$ cat config.mk
export PLATFORM = sky130hd
export DESIGN_NAME = wb_select_stage_flat
export DESIGN_NICKNAME = d
export VERILOG_FILES = /design/src/rtl/wb_pkg.sv /design/src/rtl/wb_select_stage_if.sv /design/src/rtl/wb_mux_n.sv /design/src/rtl/wb_select_stage.sv /design/src/flat_wrapper.sv
export SDC_FILE = /design/constraint.sdc
export NUM_CORES = 1
export LEC_CHECK = 0
export ABC_AREA = 1
export CAP_MARGIN = 20
export CORE_ASPECT_RATIO = 1.75
export CORE_MARGIN = 2
export CORE_UTILIZATION = 40
export CTS_CLUSTER_DIAMETER = 40
export CTS_CLUSTER_SIZE = 25
export DETAILED_ROUTE_END_ITERATION = 8
export PLACE_DENSITY = 0.81
export SETUP_SLACK_MARGIN = 0.2
export SKIP_CTS_REPAIR_TIMING = 1
export SLEW_MARGIN = 10
export SYNTH_ARGS = -nofsm -noshare
export SYNTH_HDL_FRONTEND = slang
export SYNTH_SLANG_ARGS = --single-unit
$ cat constraint.sdc
create_clock -name clk -period 1.2 [get_ports clk]
set_clock_uncertainty 0.05 [all_clocks]
set_input_delay 0.24 -clock clk [delete_from_list [all_inputs] [get_ports clk]]
set_output_delay 0.24 -clock clk [all_outputs]
set_load 0.005 [all_outputs]
$ cat src/rtl/wb_pkg.sv
// Shared writeback definitions: source indices and write-enable qualification.
// Imported by the writeback select stage, its sub-blocks and benches.
package wb_pkg;

  localparam int WB_SRC_ALU = 0;
  localparam int WB_SRC_MEM = 1;
  localparam int WB_SRC_PC4 = 2;
  localparam int WB_SRC_IMM = 3;

  function automatic logic wb_eff_we(
    input logic we,
    input logic rd_zero,
    input logic sel_oor,
    input logic zero_reg
  );
    return we && !(zero_reg && rd_zero) && !sel_oor;
  endfunction

endpackage

$ cat src/rtl/wb_select_stage_if.sv
// Upstream result handshake into the writeback select stage.
// Master is the producer, slave is the stage.
interface wb_select_stage_if #(
  parameter int DATA_W = 32,
  parameter int NSRC   = 4,
  parameter int REG_AW = 5
);

  localparam int SEL_W = $clog2(NSRC);

  logic                   in_valid;
  logic                   in_ready;
  logic [NSRC*DATA_W-1:0] in_src;
  logic [SEL_W-1:0]       in_sel;
  logic [REG_AW-1:0]      in_rd;
  logic                   in_we;

  modport master (
    output in_valid,
    output in_src,
    output in_sel,
    output in_rd,
    output in_we,
    input  in_ready
  );

  modport slave (
    input  in_valid,
    input  in_src,
    input  in_sel,
    input  in_rd,
    input  in_we,
    output in_ready
  );

endinterface

$ cat src/rtl/wb_mux_n.sv
// NSRC:1 result select over a flattened source bus.
// Flags selects that name no existing source.
module wb_mux_n #(
  parameter  int DATA_W = 32,
  parameter  int NSRC   = 4,
  localparam int SEL_W  = $clog2(NSRC)
) (
  input  logic [NSRC*DATA_W-1:0] src_i,
  input  logic [SEL_W-1:0]       sel_i,
  output logic [DATA_W-1:0]      data_o,
  output logic                   oor_o
);

  always_comb begin
    data_o = '0;
    oor_o  = 1'b1;
    for (int k = 0; k < NSRC; k++) begin
      if (sel_i == SEL_W'(k)) begin
        data_o = src_i[k*DATA_W +: DATA_W];
        oor_o  = 1'b0;
      end
    end
  end

endmodule

$ cat src/rtl/wb_select_stage.sv
// Writeback select: N-way result mux, main + skid register,
// register-file write port and last-write bypass.
module wb_select_stage
  import wb_pkg::*;
#(
  parameter int DATA_W   = 32,
  parameter int NSRC     = 4,
  parameter int REG_AW   = 5,
  parameter bit ZERO_REG = 1'b1
) (
  input  logic                clk,
  input  logic                rst_n,
  wb_select_stage_if.slave    in_if,
  input  logic                flush,
  input  logic                rf_stall,
  output logic                rf_we,
  output logic [REG_AW-1:0]   rf_waddr,
  output logic [DATA_W-1:0]   rf_wdata,
  output logic                byp_valid,
  output logic [REG_AW-1:0]   byp_addr,
  output logic [DATA_W-1:0]   byp_data,
  output logic                sel_err
);

  logic [DATA_W-1:0] mux_data;
  logic              mux_oor;
  logic              in_we_eff;
  logic              accept;
  logic              drain;

  logic              m_valid_q, m_valid_d;
  logic              m_we_q, m_we_d;
  logic [REG_AW-1:0] m_rd_q, m_rd_d;
  logic [DATA_W-1:0] m_data_q, m_data_d;

  logic              s_valid_q, s_valid_d;
  logic              s_we_q, s_we_d;
  logic [REG_AW-1:0] s_rd_q, s_rd_d;
  logic [DATA_W-1:0] s_data_q, s_data_d;

  logic              byp_valid_q;
  logic [REG_AW-1:0] byp_addr_q;
  logic [DATA_W-1:0] byp_data_q;
  logic              sel_err_q;

  wb_mux_n #(
    .DATA_W (DATA_W),
    .NSRC   (NSRC)
  ) u_mux (
    .src_i  (in_if.in_src),
    .sel_i  (in_if.in_sel),
    .data_o (mux_data),
    .oor_o  (mux_oor)
  );

  assign in_we_eff = wb_eff_we(in_if.in_we,
                               in_if.in_rd == '0,
                               mux_oor,
                               ZERO_REG);

  // Ready depends only on the skid slot, so it is a pure flop output.
  assign in_if.in_ready = !s_valid_q;

  assign accept = in_if.in_valid && !s_valid_q && !flush;
  assign drain  = m_valid_q && !rf_stall && !flush;

  always_comb begin
    m_valid_d = m_valid_q;
    m_we_d    = m_we_q;
    m_rd_d    = m_rd_q;
    m_data_d  = m_data_q;
    s_valid_d = s_valid_q;
    s_we_d    = s_we_q;
    s_rd_d    = s_rd_q;
    s_data_d  = s_data_q;
    if (flush) begin
      m_valid_d = 1'b0;
      s_valid_d = 1'b0;
    end else begin
      if (drain) begin
        m_valid_d = s_valid_q;
        m_we_d    = s_we_q;
        m_rd_d    = s_rd_q;
        m_data_d  = s_data_q;
        s_valid_d = 1'b0;
      end
      if (accept) begin
        if (!m_valid_q || drain) begin
          m_valid_d = 1'b1;
          m_we_d    = in_we_eff;
          m_rd_d    = in_if.in_rd;
          m_data_d  = mux_data;
        end else begin
          s_valid_d = 1'b1;
          s_we_d    = in_we_eff;
          s_rd_d    = in_if.in_rd;
          s_data_d  = mux_data;
        end
      end
    end
  end

  always_ff @(posedge clk or negedge rst_n) begin
    if (!rst_n) begin
      m_valid_q <= 1'b0;
      m_we_q    <= 1'b0;
      m_rd_q    <= '0;
      m_data_q  <= '0;
      s_valid_q <= 1'b0;
      s_we_q    <= 1'b0;
      s_rd_q    <= '0;
      s_data_q  <= '0;
    end else begin
      m_valid_q <= m_valid_d;
      m_we_q    <= m_we_d;
      m_rd_q    <= m_rd_d;
      m_data_q  <= m_data_d;
      s_valid_q <= s_valid_d;
      s_we_q    <= s_we_d;
      s_rd_q    <= s_rd_d;
      s_data_q  <= s_data_d;
    end
  end

  always_ff @(posedge clk or negedge rst_n) begin
    if (!rst_n) begin
      byp_valid_q <= 1'b0;
      byp_addr_q  <= '0;
      byp_data_q  <= '0;
      sel_err_q   <= 1'b0;
    end else begin
      if (rf_we) begin
        byp_valid_q <= 1'b1;
        byp_addr_q  <= m_rd_q;
        byp_data_q  <= m_data_q;
      end
      sel_err_q <= accept && mux_oor;
    end
  end

  assign rf_we     = drain && m_we_q;
  assign rf_waddr  = m_rd_q;
  assign rf_wdata  = m_data_q;
  assign byp_valid = byp_valid_q;
  assign byp_addr  = byp_addr_q;
  assign byp_data  = byp_data_q;
  assign sel_err   = sel_err_q;

  a_no_skid_overrun: assert property (
    @(posedge clk) disable iff (!rst_n)
    !(accept && drain && s_valid_q)
  );

endmodule
$ cat src/flat_wrapper.sv
// flat-port wrapper written by rule: the top's interface ports become plain ports
module wb_select_stage_flat import wb_pkg::*;
#(
  parameter int DATA_W   = 32,
  parameter int NSRC     = 4,
  parameter int REG_AW   = 5,
  parameter bit ZERO_REG = 1'b1
)
  (clk, rst_n, flush, rf_stall, rf_we, rf_waddr, rf_wdata, byp_valid, byp_addr, byp_data, sel_err, in_if_in_valid, in_if_in_src, in_if_in_sel, in_if_in_rd, in_if_in_we, in_if_in_ready);
  wb_select_stage_if #(.DATA_W(DATA_W), .NSRC(NSRC), .REG_AW(REG_AW)) in_if_i ();
  input  logic clk;
  input  logic rst_n;
  input  logic flush;
  input  logic rf_stall;
  output logic rf_we;
  output logic [REG_AW-1:0] rf_waddr;
  output logic [DATA_W-1:0] rf_wdata;
  output logic byp_valid;
  output logic [REG_AW-1:0] byp_addr;
  output logic [DATA_W-1:0] byp_data;
  output logic sel_err;
  input wire logic [$bits(in_if_i.in_valid)-1:0] in_if_in_valid;
  input wire logic [$bits(in_if_i.in_src)-1:0] in_if_in_src;
  input wire logic [$bits(in_if_i.in_sel)-1:0] in_if_in_sel;
  input wire logic [$bits(in_if_i.in_rd)-1:0] in_if_in_rd;
  input wire logic [$bits(in_if_i.in_we)-1:0] in_if_in_we;
  output wire logic [$bits(in_if_i.in_ready)-1:0] in_if_in_ready;
  assign in_if_i.in_valid = in_if_in_valid;
  assign in_if_i.in_src = in_if_in_src;
  assign in_if_i.in_sel = in_if_in_sel;
  assign in_if_i.in_rd = in_if_in_rd;
  assign in_if_i.in_we = in_if_in_we;
  assign in_if_in_ready = in_if_i.in_ready;
  wb_select_stage #(.DATA_W(DATA_W), .NSRC(NSRC), .REG_AW(REG_AW), .ZERO_REG(ZERO_REG)) u_core (.clk(clk), .rst_n(rst_n), .in_if(in_if_i), .flush(flush), .rf_stall(rf_stall), .rf_we(rf_we), .rf_waddr(rf_waddr), .rf_wdata(rf_wdata), .byp_valid(byp_valid), .byp_addr(byp_addr), .byp_data(byp_data), .sel_err(sel_err));
endmodule
; ---- Yosys cells after proc, flatten, opt, wreduce, memory -nomap -nowiden
; Index checks and enable logic that the tools add are counted.
[totals]
register_bits = 117
latch_bits = 0
ram_bits = 0
rom_bits = 0
input_bits = 141
out_inout_bits = 78
elab_cells = 60
mem_count = 0
[op_classes]
add_sub_neg = 0
mul = 0
div = 0
order_cmp = 0
eq_ne = 3
shifts = 0
n_mux = 25
bitwise_logic = 2
reduce_logical = 18
[ops]
columns = op, count
row1 = 32-bit two-way mux, 7
row2 = 1-bit two-way mux, 15
row3 = 5-bit two-way mux, 3
row4 = 1-bit logical AND, 8
row5 = 1-bit logical NOT, 6
row6 = 5-bit logical NOT, 1
row7 = 2-bit equality test (second input constant), 2
row8 = 3-bit AND reduction, 1
row9 = 2-bit by 1-bit equality test with 1-bit output (second input constant), 1
row10 = 2-bit logical NOT, 1
row11 = 1-bit NOT, 2
row12 = 1-bit logical OR, 1

; ---- Longest topological paths before layout
; Gate-level depths: netlist of the first run.
[logic_depth]
ltp_word = 9
ltp_mapped = 8
depth_no_buf = 8

; ---- Modules after synthesis
; Synthesis of the first run repeated with hierarchy kept, for this count alone.
[unflattened]
cells_unflattened = 822
hier_area_um2 = 6080.8
[modules_own_cells]
columns = module, n_inst, cells_per_inst, area_each_um2, seq_area_each_um2
row1 = wb_select_stage, 1, 634, 5101.1, 2927.8
row2 = wb_mux_n, 1, 188, 979.7, 0.0

; ---- Least setup slack after synthesis of the first run
; OpenSTA, ideal clock, no wires.
[synth_path]
kind = reg-to-output
start = reg u_core.m_valid_q
end = out rf_we
arrival_ps = 1020
required_ps = 910
setup_slack_ps = -110
path_stages_with_launch = 6
path_buffers = 1
path_cell_list = dfrtp_1 > inv_1 > nor3_4 > nand2_2 > inv_2 > buf_6
[synth_between]
elab_chain_cells = 3
[synth_lines]
columns = element, line
row1 = from (decl), wb_select_stage.sv:31  ; logic m_valid_q, m_valid_d;
row2 = from (signal assigned), wb_select_stage.sv:114  ; m_valid_q <= m_valid_d;
row3 = 1-bit logical AND (2 in series), wb_select_stage.sv:65  ; assign drain = m_valid_q && !rf_stall && !flush;
row4 = 1-bit logical AND, wb_select_stage.sv:141  ; assign rf_we = drain && m_we_q;
row5 = to (decl), flat_wrapper.sv:15  ; output logic rf_we;
; No other way between the ends.

; ---- Worst setup path in the final report of the first run
; Same ends and word-level chain as after synthesis.

==> flow_summary.toml, run 1 <==
[run_status]
status = "complete, but fails checks"
violations = "negative setup slack"

[drt]
firstDrtPassIters = 6
drc = 0
drtIter0Drc = 583
via_per_inst = 5.56
vias = 7083
antenna_left = 0
drt_wl_total_um = 25500
wl_per_cell_um = 20.0

[synthesis]
synthCells = 762
synth_flop_cell = "dfrtp_1"
synth-simple-area-share_pct = 35.9
synth_edf_count = 0
ys_ff_latch = 117
synth_fa_ha_area_share_pct = 0
syn_nets = 903
synth_top_family_by_area = "simple AND/OR/NAND/NOR gates"
yosys.area_share.xor_xnor_pct = 0
ys_types = 23
ys_seq_area_share_pct = 50.2
async_flop_share_pct = 100
syn-cell-area_um2 = 5830
syn_avg_cell_area_um2 = 7.66
ys.warnings.count = 0
synth_compound_area_share_pct = 7.31
yosys-mux-area-fraction_pct = 0

[global_routing]
grt_max_degree = 50
grt_usage_pct = 25.4
grt_pass1_wl_um = 30400
grt_overflow_total = 0
grt_pass1_vias = 6098
antenna_found_initial = 0

[place]
placed_cell_area_um2 = 8650
detailedPlace.worstSlack_ps = -742
port_buffers = 218
gp_congestion = 0.858
dpl.hpwl_um = 14000

[cts]
cts_made_buffers = 17
clkTransAtPathRegs_ps = 60
clockRootBuffer = "clkbuf_16"
h-tree-depth = 4
cts_tree = "yes"
cts.sink_count = 117
clk_latency_ps = 410
cts_buffer_depth = 2

[timing]
min_period_ps = 1650
hold_viol = 0
drv_slew = 0
clock.fmax_ghz = 0.606
finalSetupTns_ps = -35740
setup_viol = 173
finalCritPeriodShare_pct = 137
worst_slack_ps = -449
rsz0062_at_grt = "yes"

[setup_path]
reg2reg_depth = 9
r2r_setup_slack_ps = -440
worst-path-buf-inv = 3
worstReg2RegEnd = "u_core.byp_addr[3]"
startpoint_type = "register"
cp.required_ps = 910
crit_type = "register to primary output"
cp_max_fo = 2
crit_slowest_cell = "dfrtp_1"
path_delay_family = "flip-flops"
worstReg2RegStart = "u_core.m_valid_q"
crit_path_end_kind = "primary output"
cp_cell_sequence = "inv_2 -> nor3_4 -> nand2_2 -> inv_2 -> clkbuf_2"
arrival_ps = 1360
cp_common_cell = "inv_2"
max_stage_delay_ps = 360
startpoint = "u_core.m_valid_q"

[floorplan]
start_util_pct = 40.8
ios = 219
fp-row-count = 58
dieArea_um2 = 15600
core_area_um2 = 14300
fp.dieH_um = 164
die_x_um = 95.3

[worst_hold_path]
hp-class = "input port to asynchronous set/reset pin"

[cells_and_area]
fin_area_um2 = 10300
layout_common_cells = "nand2_1 (276), clkdlybuf4s50_1 (136), dfrtp_1 (117), buf_4 (75), clkbuf_2 (74)"
layout-drive-gt1-share_pct = 31.7
area_growth_pct = 76.6
fillers = 947
diodes = 0
final_common_cell = "nand2_1"
fin_nets = 1222

[power]
power_frac_clock_pct = 32.7
p_seq_share_pct = 35.6
power_switching_mw = 5.36
p_comb_share_pct = 31.7
p_sw_share_pct = 31.4
leakagePower_nw = 5.09
power.internal_mw = 11.7
ir_drop_v = 0.00108
p_per_area_nw_per_um2 = 1660

[run]
drv_cap = 0
sequential cells by signal, indices dropped and copies added (netlist names):
name              cells
u_core.m_we_q         1
u_core.s_we_q         1
u_core.byp_data      32
u_core.byp_valid      1
u_core.s_data_q      32
u_core.rf_wdata      32
u_core.rf_waddr       5
u_core.m_valid_q      1
u_core.byp_addr       5
u_core.s_rd_q         5
u_core.s_valid_q      1
u_core.sel_err        1
worst register-to-register path, delay by kind of cell, from the launching register on:
kind	cells	cell delay [ps]
buf+inv	5	670
flops	1	360
simple gates	4	460
kinds of logic after synthesis:
| logic type | after synthesis |
|---|---|
| DFF | 117 |
| other | 1 |
| AOI/OAI and AO/OA | 73 |
| and+or+nand+nor | 485 |
| buffers and inverters | 86 |
per-layer routing:
metal	share of wire [%]	global-route usage, %	up-vias	routed length (um)
met1	33	29.4	3346	8490
met4	7.0	11.9	0	1770
met5	0	0	-	0
met3	7.5	3.76	151	1920
met2	52	45.2	482	13300
li1	-	-	3104	-
worst max path at each step:
stage,end,slack [ps],depth (start not counted)
after floorplan,rf_we,-100,5
after global placement,u_core.rf_wdata[9],-750,7
after detailed placement,u_core.rf_wdata[9],-740,7
after CTS,rf_we,-750,5
after global routing,u_core.byp_addr[3],-520,9
final,rf_we,-450,5
area by class of cell:
class	instances	area, um2	area share (%)
repair buffers	346	3420	33.2
multi-input cells	560	2930	28.4
flip-flops and latches	117	2930	28.4
clock buffers	20	437	4.24
well taps	180	225	2.19
clock inverters	12	201	1.95
inverters	39	161	1.57
power groups by stage:
stage	logic (mW)	registers (mW)	clock network, mW
5_1_grt	5.88	6.16	5.78
2_1_floorplan	1.69	5.97	0
3_3_place_gp	4.81	6.00	0
6_report	5.41	6.09	5.58
4_1_cts	4.96	6.00	5.55
3_5_place_dp	4.91	6.04	0
per-stage QoR:
stage / std cells / hold WS (ps) / power (mW) / util [%]
finish: 1274 / 165 / 17.1 / 72.1
global route: 1274 / 190 / 17.8 / 72.1
CTS: 1208 / -388 / 16.5 / 64.9
detailed placement: 1176 / 45.4 / 10.9 / 60.5
global placement: 1176 / 44.4 / 10.8 / 60.5
floorplan: 762 / -106 / 7.66 / -
synth_stat cells (2+ instances only):
cell type  number  area, um2
dfrtp_1       117       2930
buf_6           3       33.8
or2_0           2       12.5
buf_1           2       7.51
inv_1          35        131
nand3_1       112        561
nand4_1        11       68.8
buf_2          28        140
nand2_1       296       1110
o21ai_0        49        245
inv_2           4       15.0
nor2_1         36        135
nand2_2         2       12.5
or2_2          23        144
o211ai_1       22        165
clkbuf_1       13       48.8
Power figures use the tool's default switching activity.
==> run 2: changes to the inputs <==
Settings changed: MAX_ROUTING_LAYER set to met4, PLACE_DENSITY 0.81 to unset, PLACE_DENSITY_LB_ADDON set to 0.1, SLEW_MARGIN 10 to 40.
==> run 2 against run 1 <==
The run still ends with negative setup slack left. Fmax grew 1.5%. Utilization is 2.5 points lower. Clock power fell by 7.2%. Critical endpoint is now u_core.rf_wdata[30]. Largest power group unchanged.
==> flow_summary.toml, run 2 (synthesis gave the netlist of run 1 again) <==
[cells_and_area]
final_common_cell = "nand2_1"
fin_area_um2 = 9940
fin_nets = 1213
utilization_pct = 69.6
instances_no_fill = 1265
layout_common_cells = "nand2_1 (247), clkdlybuf4s50_1 (136), dfrtp_1 (117), nand3_1 (97), buf_4 (76)"
area_growth_pct = 70.4
diodes = 0
fillers = 1193
layout-drive-gt1-share_pct = 30.9

[drt]
drc = 0
firstDrtPassIters = 5
wl_per_cell_um = 17.5
drtIter0Drc = 259
drt_wl_total_um = 22200
antenna_left = 0
vias = 6435
via_per_inst = 5.09

[floorplan]
die_x_um = 95.3
dieArea_um2 = 15600
core_area_um2 = 14300
ios = 219
fp.dieH_um = 164
fp-row-count = 58
start_util_pct = 40.8

[timing]
min_period_ps = 1630
setup_viol = 147
clock.fmax_ghz = 0.615
rsz0062_at_grt = "yes"
finalCritPeriodShare_pct = 135
drv_slew = 0
worst_slack_ps = -426
hold_viol = 0
hold-worst-slack_ps = 201
finalSetupTns_ps = -35520

[cts]
clk_latency_ps = 410
cts_made_buffers = 17
cts_buffer_depth = 2
clockRootBuffer = "clkbuf_16"
clkTransAtPathRegs_ps = 60
cts.sink_count = 117
cts_tree = "yes"
h-tree-depth = 4

[place]
dpl.hpwl_um = 13300
gp_congestion = 0.804
port_buffers = 218
place_inst = 1173
placed_cell_area_um2 = 8600
detailedPlace.worstSlack_ps = -732

[setup_path]
crit_type = "register to register"
r2r_setup_slack_ps = -430
startpoint = "u_core.m_valid_q"
reg2reg_depth = 10
worstReg2RegEnd = "u_core.rf_wdata[30]"
cp_max_fo = 8
crit_path_end_kind = "register"
cp.required_ps = 1440
worstReg2RegStart = "u_core.m_valid_q"
endpoint = "u_core.rf_wdata[30]"
arrival_ps = 1870
startpoint_type = "register"

[power]
p_total_mw = 16.1
ir_drop_v = 0.000927
leakagePower_nw = 4.96
p_per_area_nw_per_um2 = 1620

[global_routing]
grt_pass1_wl_um = 29400
grt_overflow_total = 0
grt_pass1_vias = 5975
grt_usage_pct = 25.4
antenna_found_initial = 0
grt_max_degree = 44

[worst_hold_path]
hp-class = "input port to asynchronous set/reset pin"

[run_status]
violations = "negative setup slack"
status = "complete, but fails checks"

[run]
drv_cap = 0
-- run 2: critical path, cell delays in order, from the launching register on --
cell	delay [ps]
dfrtp_1	370
inv_2	70
buf_4	140
buf_6	110
nor2_4	160
nand2_8	130
buf_12	180
nand2_4	50
nand2_2	40
nor2_1	130
nor2_1	70
-- run 2: final cells by class --
class | count | area (um2) | area share (%)
timing repair inverter | 5 | 66.3 | 0.667
multi-input combinational | 559 | 2820 | 28.4
timing repair buffer | 333 | 3140 | 31.6
sequential | 117 | 2930 | 29.4
clock inverter | 12 | 154 | 1.55
clock buffer | 20 | 447 | 4.49
tap | 180 | 225 | 2.26
inverter | 39 | 161 | 1.62
-- run 2: how the worst min path moves through the flow --
| stage | endpoint | slack [ps] | cells after the start |
|---|---|---|---|
| floorplan | u_core.byp_addr[0] | -110 | 0 |
| global placement | u_core.byp_data[26] | 90 | 1 |
| detailed placement | u_core.byp_data[26] | 90 | 1 |
| CTS | u_core.byp_data[26] | -340 | 1 |
| global route | u_core.s_data_q[25] | 220 | 2 |
| finish | u_core.s_data_q[26] | 200 | 2 |
-- run 2: routing by layer --
layer	part of all wire (%)	up-vias	global-route usage (%)
met5	0	-	-
met2	54	263	45.3
met3	6.2	39	4.82
met4	2.3	0	8.83
met1	37	3035	27.7
li1	-	3098	-
-- run 2: power breakdown --
group          internal (mW)  leakage [nW]  total, mW  switching (mW)
logic                   2.67          3.22       4.99            2.32
registers               5.21          1.46       5.98           0.766
clock network           3.32         0.286       5.18            1.86
total                   11.2          4.96       16.1            4.95
